`src/rtl/stm_segment_swapper_if.sv`:
```
// Settings/index bus between the stm_timer side and the segment swapper.
// UPDATE_SETTINGS_IN is a one-cycle valid with no ready: the swapper accepts every pulse.
interface stm_segment_swapper_if #(
    parameter int IdxWidth = 13,
    parameter int RepWidth = 16
);
    logic                     UPDATE_SETTINGS_IN;
    logic                     REQ_RD_SEGMENT;
    logic                     TRANSITION_MODE;
    logic [1:0][RepWidth-1:0] REP;
    logic [1:0][IdxWidth-1:0] CYCLE;
    logic [1:0][IdxWidth-1:0] IDX_IN;
    logic                     SEGMENT;
    logic [IdxWidth-1:0]      IDX_OUT;
    logic                     STOP;
    logic                     UPDATE_SETTINGS_OUT;
    logic [1:0]               STATE_DBG;

    modport master (
        output UPDATE_SETTINGS_IN, REQ_RD_SEGMENT, TRANSITION_MODE, REP, CYCLE, IDX_IN,
        input  SEGMENT, IDX_OUT, STOP, UPDATE_SETTINGS_OUT, STATE_DBG
    );

    modport slave (
        input  UPDATE_SETTINGS_IN, REQ_RD_SEGMENT, TRANSITION_MODE, REP, CYCLE, IDX_IN,
        output SEGMENT, IDX_OUT, STOP, UPDATE_SETTINGS_OUT, STATE_DBG
    );
endinterface

```
`src/rtl/stm_segment_swapper.sv`:
```
// Chooses the active STM segment, applies immediate or end-of-loop switches,
// and freezes the index once the active segment's loop budget is spent.
module stm_segment_swapper #(
    parameter int IdxWidth = 13,
    parameter int RepWidth = 16
) (
    input logic                  CLK,
    input logic                  RST,
    stm_segment_swapper_if.slave bus
);
    localparam logic [1:0] ST_RUN       = 2'd0;
    localparam logic [1:0] ST_WAIT_WRAP = 2'd1;
    localparam logic [1:0] ST_STOPPED   = 2'd2;

    localparam logic [RepWidth-1:0] REP_INF = '1;

    logic [1:0]               state;
    logic                     segment;
    logic                     req_seg;
    logic                     stop;
    logic                     upd_out;
    logic [IdxWidth-1:0]      idx_out;
    logic [RepWidth-1:0]      loop_cnt;
    logic [RepWidth-1:0]      loop_next;
    logic [1:0][RepWidth-1:0] rep;
    logic [1:0][IdxWidth-1:0] cycle;
    logic [1:0][IdxWidth-1:0] prev_idx;
    logic [1:0]               wrap;
    logic                     wrap_act;
    logic                     budget_done;
    logic                     switch_now;

    // A zero-length segment never wraps, which makes its budget infinite.
    assign wrap[0] = (bus.IDX_IN[0] == '0) && (prev_idx[0] != '0) && (cycle[0] != '0);
    assign wrap[1] = (bus.IDX_IN[1] == '0) && (prev_idx[1] != '0) && (cycle[1] != '0);

    assign wrap_act    = wrap[segment];
    assign budget_done = (rep[segment] != REP_INF) && (loop_cnt == rep[segment]);
    assign loop_next   = (loop_cnt == '1) ? loop_cnt : loop_cnt + 1'b1;
    assign switch_now  = (bus.REQ_RD_SEGMENT == segment) || !bus.TRANSITION_MODE ||
                         (state == ST_STOPPED);

    always_ff @(posedge CLK) begin
        prev_idx <= bus.IDX_IN;
        if (RST) begin
            state    <= ST_RUN;
            segment  <= 1'b0;
            req_seg  <= 1'b0;
            stop     <= 1'b0;
            upd_out  <= 1'b0;
            idx_out  <= '0;
            loop_cnt <= '0;
            rep      <= {REP_INF, REP_INF};
            cycle    <= '0;
        end else begin
            upd_out <= 1'b0;
            if (bus.UPDATE_SETTINGS_IN) begin
                // A request always beats a wrap seen on the same cycle.
                req_seg <= bus.REQ_RD_SEGMENT;
                rep     <= bus.REP;
                cycle   <= bus.CYCLE;
                if (switch_now) begin
                    segment  <= bus.REQ_RD_SEGMENT;
                    idx_out  <= bus.IDX_IN[bus.REQ_RD_SEGMENT];
                    loop_cnt <= '0;
                    stop     <= 1'b0;
                    upd_out  <= 1'b1;
                    state    <= ST_RUN;
                end else begin
                    idx_out <= bus.IDX_IN[segment];
                    state   <= ST_WAIT_WRAP;
                end
            end else if (state != ST_STOPPED) begin
                if (wrap_act && state == ST_WAIT_WRAP) begin
                    // Pending switch takes priority over an expiring budget.
                    segment  <= req_seg;
                    idx_out  <= bus.IDX_IN[req_seg];
                    loop_cnt <= '0;
                    upd_out  <= 1'b1;
                    state    <= ST_RUN;
                end else if (wrap_act && budget_done) begin
                    idx_out <= cycle[segment];
                    stop    <= 1'b1;
                    state   <= ST_STOPPED;
                end else begin
                    idx_out <= bus.IDX_IN[segment];
                    if (wrap_act) begin
                        loop_cnt <= loop_next;
                    end
                end
            end
        end
    end

    assign bus.SEGMENT             = segment;
    assign bus.IDX_OUT             = idx_out;
    assign bus.STOP                = stop;
    assign bus.UPDATE_SETTINGS_OUT = upd_out;
    assign bus.STATE_DBG           = state;
endmodule

```
`src/flat_wrapper.sv`:
```
// flat-port wrapper written by rule: the top's interface ports become plain ports
module stm_segment_swapper_flat 
#(
    parameter int IdxWidth = 13,
    parameter int RepWidth = 16
)
  (CLK, RST, bus_UPDATE_SETTINGS_IN, bus_REQ_RD_SEGMENT, bus_TRANSITION_MODE, bus_REP, bus_CYCLE, bus_IDX_IN, bus_SEGMENT, bus_IDX_OUT, bus_STOP, bus_UPDATE_SETTINGS_OUT, bus_STATE_DBG);
  stm_segment_swapper_if #(.IdxWidth(IdxWidth), .RepWidth(RepWidth)) bus_i ();
  input logic CLK;
  input logic RST;
  input wire logic [$bits(bus_i.UPDATE_SETTINGS_IN)-1:0] bus_UPDATE_SETTINGS_IN;
  input wire logic [$bits(bus_i.REQ_RD_SEGMENT)-1:0] bus_REQ_RD_SEGMENT;
  input wire logic [$bits(bus_i.TRANSITION_MODE)-1:0] bus_TRANSITION_MODE;
  input wire logic [$bits(bus_i.REP)-1:0] bus_REP;
  input wire logic [$bits(bus_i.CYCLE)-1:0] bus_CYCLE;
  input wire logic [$bits(bus_i.IDX_IN)-1:0] bus_IDX_IN;
  output wire logic [$bits(bus_i.SEGMENT)-1:0] bus_SEGMENT;
  output wire logic [$bits(bus_i.IDX_OUT)-1:0] bus_IDX_OUT;
  output wire logic [$bits(bus_i.STOP)-1:0] bus_STOP;
  output wire logic [$bits(bus_i.UPDATE_SETTINGS_OUT)-1:0] bus_UPDATE_SETTINGS_OUT;
  output wire logic [$bits(bus_i.STATE_DBG)-1:0] bus_STATE_DBG;
  assign bus_i.UPDATE_SETTINGS_IN = bus_UPDATE_SETTINGS_IN;
  assign bus_i.REQ_RD_SEGMENT = bus_REQ_RD_SEGMENT;
  assign bus_i.TRANSITION_MODE = bus_TRANSITION_MODE;
  assign bus_i.REP = bus_REP;
  assign bus_i.CYCLE = bus_CYCLE;
  assign bus_i.IDX_IN = bus_IDX_IN;
  assign bus_SEGMENT = bus_i.SEGMENT;
  assign bus_IDX_OUT = bus_i.IDX_OUT;
  assign bus_STOP = bus_i.STOP;
  assign bus_UPDATE_SETTINGS_OUT = bus_i.UPDATE_SETTINGS_OUT;
  assign bus_STATE_DBG = bus_i.STATE_DBG;
  stm_segment_swapper #(.IdxWidth(IdxWidth), .RepWidth(RepWidth)) u_core (.CLK(CLK), .RST(RST), .bus(bus_i));
endmodule
```
`config.mk`:
```
export PLATFORM = sky130hd
export DESIGN_NAME = stm_segment_swapper_flat
export DESIGN_NICKNAME = d
export VERILOG_FILES = /design/src/rtl/stm_segment_swapper_if.sv /design/src/rtl/stm_segment_swapper.sv /design/src/flat_wrapper.sv
export SDC_FILE = /design/constraint.sdc
export NUM_CORES = 1
export LEC_CHECK = 0
export BUFFER_PORTS_ARGS = -buffer_cell sky130_fd_sc_hd__buf_4
export CAP_MARGIN = 0
export CORE_AREA = 10 10 119 121
export CTS_CLUSTER_SIZE = 20
export DETAILED_ROUTE_END_ITERATION = 12
export DIE_AREA = 0 0 129 131
export PLACE_DENSITY = 0.74
export REMOVE_ABC_BUFFERS = 1
export SLEW_MARGIN = 40
export SYNTH_ARGS = -nofsm -noshare
export SYNTH_HDL_FRONTEND = slang
export SYNTH_SLANG_ARGS = --single-unit
export TNS_END_PERCENT = 100
```
`constraint.sdc`:
```
create_clock -name CLK -period 3 [get_ports CLK]
set_clock_uncertainty 0.2 [all_clocks]
set_input_delay 0 -clock CLK [delete_from_list [all_inputs] [get_ports CLK]]
set_output_delay 0 -clock CLK [all_outputs]
set_load 0.02 [all_outputs]
```
# Word level (Yosys, flattened, before mapping)
# Index checks and enable logic that the tools add are counted.
# totals
ff_bits,119
inputBits,89
# op_classes
reduce_logical,25
n_addsub,1
magnitude_cmp,3
eq_ne,11
n_mux,42
# op_table
cell,count
$mux 13,13
$mux 16,9
$reduce_bool 13->1,4
$logic_not 13->1,2
$add 16x1->16 const B,1
$eq 16x16->1,1
$eq 16x16->1 const B,1
$mux 1,16
$ne 16x16->1 const B,1
$mux 2,4
$logic_and 1x1->1,7
$lt 1x2->1 const B,3
$reduce_bool 2->1,3
$reduce_bool 3->1,2
$reduce_and 5->1,1
$ne 2x2->1 const B,2
$reduce_and 4->1,1
$ne 3x2->1 const B,1
$ne 3x3->1 const B,1
$reduce_and 3->1,1
$eq 2x1->1 const B,1
$eq 2x2->1 const B,1
$logic_or 1x1->1,2
$ne 2x1->1 const B,1
other kinds (3),3

# Depth between registers and ports, before layout
# depth
depth_word,10
ltp_mapped,10

# Worst setup path before layout
# No wires, ideal clock.
# synth_timing
kind,reg-to-reg
startpoint,reg u_core.segment (netlist: u_core.bus.SEGMENT)
endpoint,reg u_core.idx_out[10] (netlist: u_core.bus.IDX_OUT[10])
period_less_slack_ns,2.535
path_buffers,3
setup_slack_ns,0.465
path_stages_with_launch,11
arrival_time_ns,2.250
cell_sequence,dfxtp_1 buf_6 buf_6 mux2i_1 xor2_1 nand4_1 a211o_1 nor3_4 buf_6 nand3_1 a211oi_1
# synth_between
elab_chain_cells,9
word_cells_on_any_way,21
classes_between,eq/ne: 3; mux: 13; reduce/logical: 5
# synth_lines
element,line_no,source
from (decl),stm_segment_swapper.sv:18,logic segment;
from (signal assigned),stm_segment_swapper.sv:63,segment <= bus.REQ_RD_SEGMENT;
from (signal assigned),stm_segment_swapper.sv:76,segment <= req_seg;
$mux 16 (implied by the code) (2 in a row),stm_segment_swapper.sv:38,assign budget_done = (rep[segment] != REP_INF) && (loop_cnt == rep[segment]);
$ne 16x16->1 / $eq 16x16->1 (equally long branches),stm_segment_swapper.sv:38,
$logic_and 1x1->1,stm_segment_swapper.sv:38,
$logic_and 1x1->1,stm_segment_swapper.sv:81,end else if (wrap_act && budget_done) begin
$mux 13,stm_segment_swapper.sv:81,
$mux 13,stm_segment_swapper.sv:74,if (wrap_act && state == ST_WAIT_WRAP) begin
$mux 13,stm_segment_swapper.sv:73,end else if (state != ST_STOPPED) begin
$mux 13 (*),stm_segment_swapper.sv:57,if (bus.UPDATE_SETTINGS_IN) begin
to (signal assigned),stm_segment_swapper.sv:77,idx_out <= bus.IDX_IN[req_seg];
to (signal assigned),stm_segment_swapper.sv:82,idx_out <= cycle[segment];
to (signal assigned),stm_segment_swapper.sv:86,idx_out <= bus.IDX_IN[segment];
to (decl),stm_segment_swapper.sv:22,logic [IdxWidth-1:0] idx_out;
# Every way passes the cells marked *; elsewhere a longest branch is shown, timed or not. The select of a mux whose other input is x is not followed.
# A chain may end at the register's enable or synchronous reset.

# Worst setup path after layout
# layout_timing
startpoint,reg u_core.segment (netlist: u_core.bus.SEGMENT)
endpoint,reg u_core.state[0] (netlist: u_core.bus.STATE_DBG[0])
# layout_between
elab_chain_cells,7
word_cells_on_any_way,18
classes_between,eq/ne: 3; mux: 8; reduce/logical: 7
# layout_lines
element,line_no,source
$mux 16 (implied by the code) (2 in a row),stm_segment_swapper.sv:38,
$ne 16x16->1 / $eq 16x16->1 (equally long branches),stm_segment_swapper.sv:38,
$logic_and 1x1->1,stm_segment_swapper.sv:38,
$logic_and 1x1->1,stm_segment_swapper.sv:81,
$reduce_bool 3->1 (no line),-,
$reduce_and 2->1 (no line),-,
to (signal assigned),stm_segment_swapper.sv:46,state <= ST_RUN;
to (signal assigned),stm_segment_swapper.sv:80,state <= ST_RUN;
to (signal assigned),stm_segment_swapper.sv:84,state <= ST_STOPPED;
to (decl),stm_segment_swapper.sv:17,logic [1:0] state;
# Several ways; a longest one is shown, not always the timed one. The select of a mux whose other input is x is not followed.

==> key figures <==
Floorplan
  • Core box area: 11,800 um2
  • Num rows: 40
  • Initial Util: between 40% and 50%
  • Die area: ~17,000 um2
  • Boundary Pins: about 110
  • Die W: between 100 and 150 um
  • Die Y: roughly 130 um

Clock network
  • Longest Clk Path Bufs: 2
  • H-tree depth: 4
  • Cts bufs inserted: 17
  • Clk root buf: clkbuf_16
  • Clock transition at path regs: 50 ps
  • Clock sinks: around 120
  • CTS tree: built
  • Clock Latency Late Sink: 420 ps

Route
  • Antenna Nets Post-Route: 0
  • Vias per cell: 5.65
  • Detailed-route via count: between 5,000 and 6,000
  • Initial DRC count: roughly 530
  • Drt pass-1 iters: 5
  • DRC viols: 0
  • Routed WL: roughly 18,000 um
  • Routed length per instance: ~18 um

Logic synthesis
  • Number of synthesized flops with an enable pin: 0
  • Syn Area/Cell: between 9 and 10 um2
  • Async SR Flop Fraction: 0%
  • Yosys cell types: 50
  • Register area share after synthesis: about two fifths
  • Yosys top cell area share: 41.6%
  • Mapped Cells: between 600 and 700
  • Seq cells post-synth: ~120
  • Largest area contributor in the netlist: dfxtp_1
  • Synth warn: 0
  • Mapped Area: approximately 5700 um2
  • Synth top area cells: dfxtp_1, mux2i_1, mux2_2, a211o_1, nor2_1
  • Synth Flop Type: dfxtp_1

Outcome
  • Status: completed

Power and ir drop
  • Total power per unit cell area: between 500 and 600 nW/um2
  • Leak pwr: around 3.5 nW
  • VDD IR max: between 400 and 500 uV

Final layout
  • # fillers: around 870
  • Share of layout cells above drive strength 1: between 20% and 30%
  • Nets: approximately 910
  • Register area: 2380 um2
  • P&R area growth vs syn: 45.0%
  • Finished Cell Area: between 8000 and 9000 um2
  • Multi-input gate area: approximately 3100 um2

Place
  • Dpl ws: a little under 300 ps
  • RePlAce Congestion: between 0.8 and 0.9
  • Post-placement cell area: approximately 6600 um2
  • Port Buffers: about 110
  • HPWL after DPL: around 11,000 um

Global routing
  • All-layer global routing usage: between 20% and 30%
  • Grt total ovfl: 0
  • Vias in the first global route: between 5,000 and 6,000
  • First-pass GRT wire length: ~29,000 um
  • Antenna violations before repair: 1
  • Largest net degree at the start of global routing: 87

STA
  • Count of pins over their slew limit: 0
  • Tcrit/Tclk final: a little over nine tenths
  • Crit path time final: 2860 ps
  • Least-Margin Pin Slew: 778 ps
  • Final worst slack: ~140 ps
  • Endpoints failing setup: 0
  • Final Hold Viols: 0
  • Max-slew headroom: slightly below 50%
  • Max Clk Rate: ~0.35 GHz

Worst setup path
  • Crit path buf inv count: 3
  • Worst path top cell family by delay: buffers and inverters
  • CP required: about 3100 ps
  • CP Capture Type: flip-flop
  • CP peak stage delay: approximately 560 ps
  • Critical path, cell by cell: buf_12, mux2i_1, xnor2_1, nor4_1, nand2_1, buf_4, nor3_4, nand3b_1, a21oi_1, dlygate4sd3_1
  • Worst Path Arrival: slightly below 3000 ps
  • Crit-path max FO: 23
  • Crit Path Class: reg2reg
  • Slowest CP cell: dlygate4sd3_1
  • Critical Path Start Type: flip-flop

Worst hold path
  • Min-delay worst type: in2reg

Job
  • Max Cap Viol: 0
[worst paths after layout]
| check | from | endpoint | slack [ps] | cells past startpoint |
|---|---|---|---|---|
| worst max-delay path | u_core.bus.SEGMENT | u_core.bus.STATE_DBG[0] | 140 | 10 |
| worst min-delay path | bus_IDX_IN[25] | u_core.prev_idx[25] | 60 | 2 |
| worst max register to register | u_core.bus.SEGMENT | u_core.bus.STATE_DBG[0] | 140 | 10 |
| worst min register to register | u_core.bus.IDX_OUT[1] | u_core.bus.IDX_OUT[1] | 310 | 2 |
[report_power, final]
group	internal (mW)	leakage [nW]	switching [mW]
logic	0.403	2.23	0.323
registers	1.67	0.988	0.0687
clock network	1.24	0.272	0.733
total	3.31	3.49	1.12
[worst reg2reg max path: cells and delay by family, from the launching register on]
family                    cells  cell delay (ps)
muxes                         1              270
xor gates and xnor gates      1              100
and+or+nand+nor               4              840
buffers and inverters         3              920
AOI/OAI and AO/OA             1               60
DFF                           1              360
[per-layer routing]
metal | vias to the layer above | GRT usage [%] | part of all wire (%)
met5 | - | 0 | 0
met3 | 41 | 5.92 | 5.9
met2 | 206 | 36.3 | 49
met1 | 2618 | 26.1 | 43
met4 | 0 | 8.43 | 2.1
li1 | 2649 | - | -
[metrics by stage]
stage,cells,util [%],hold WS [ps],setup TNS (ps),power (mW)
6_report,976,70.3,59.8,0,4.44
5_1_grt,976,70.3,55.6,-11.5,4.59
4_1_cts,973,70.1,22.0,0,4.43
3_5_place_dp,836,56.3,-61.4,0,2.36
3_3_place_gp,836,56.3,-63.1,0,2.34
2_1_floorplan,569,-,-172,-26460,2.09
[layout make-up]
cell class | instances | share of cell area, %
Antenna cell | 1 | 0.0301
Clock buffer | 20 | 5.38
Clock inverter | 12 | 1.54
Inverter | 8 | 0.362
Multi-Input combinational cell | 442 | 37.8
Sequential cell | 119 | 28.7
Tap cell | 147 | 2.21
Timing Repair Buffer | 227 | 24.0
[sequential cells by signal, summed over array words and instances, names as in the netlist]
register	count
u_core.rep	32
u_core.cycle	26
u_core.prev_idx	26
u_core.loop_cnt	16
u_core.bus.IDX_OUT	13
u_core.bus.STATE_DBG	2
u_core.bus.SEGMENT	1
u_core.bus.STOP	1
u_core.bus.UPDATE_SETTINGS_OUT	1
u_core.req_seg	1
[kinds of logic after synthesis]
family                     Yosys count  share of synthesized area, %
and+or+nand+nor                    211                          19.1
DFF                                119                          41.6
AOI/OAI and AO/OA                  118                          15.2
muxes                               94                          17.2
buffers and inverters               51                          3.95
xor gates and xnor gates            18                          2.75
adders and majority gates            1                         0.218
[what timing repair did]
item	4_1_cts	5_1_grt
hold buffers	105	0
hold endpoints to repair	102	0
gates resized for setup	0	2
buffers inserted	0	2
setup endpoints to repair	0	1
[layout by cell type, fill, tap and decap left out, types with 24 or more instances in the layout]
cell,synthesis,layout
a211o_1,44,44
a21oi_1,26,26
buf_4,0,119
dfxtp_1,119,118
dlygate4sd3_1,0,105
mux2_2,36,36
mux2i_1,58,57
nand3_1,24,24
nor2_1,65,63
nor2b_1,36,36
[synthesized netlist by cell type (2+ instances only)]
cell and count:
nand2b_1 5, nand2_1 18, o21ai_0 9, or4_1 5, buf_6 4, nor3_1 9
or3_1 7, a211o_1 44, mux2_2 36, inv_1 8, a22oi_1 3, nor4_1 16
a31oi_1 3, a21o_1 2, and2_1 2, o22ai_1 2, dfxtp_1 119, nor2b_1 36
xnor2_1 9, or2_2 2, buf_2 4, xor2_1 9, and3_1 2, buf_1 5
mux2i_1 58, nand4_1 15, a211oi_1 11, a21oi_1 26, o211ai_1 3, o31ai_1 3
nand3_1 24, nor2_1 65, clkbuf_1 30, and4_1 2
(Power assumes the default switching activity.)
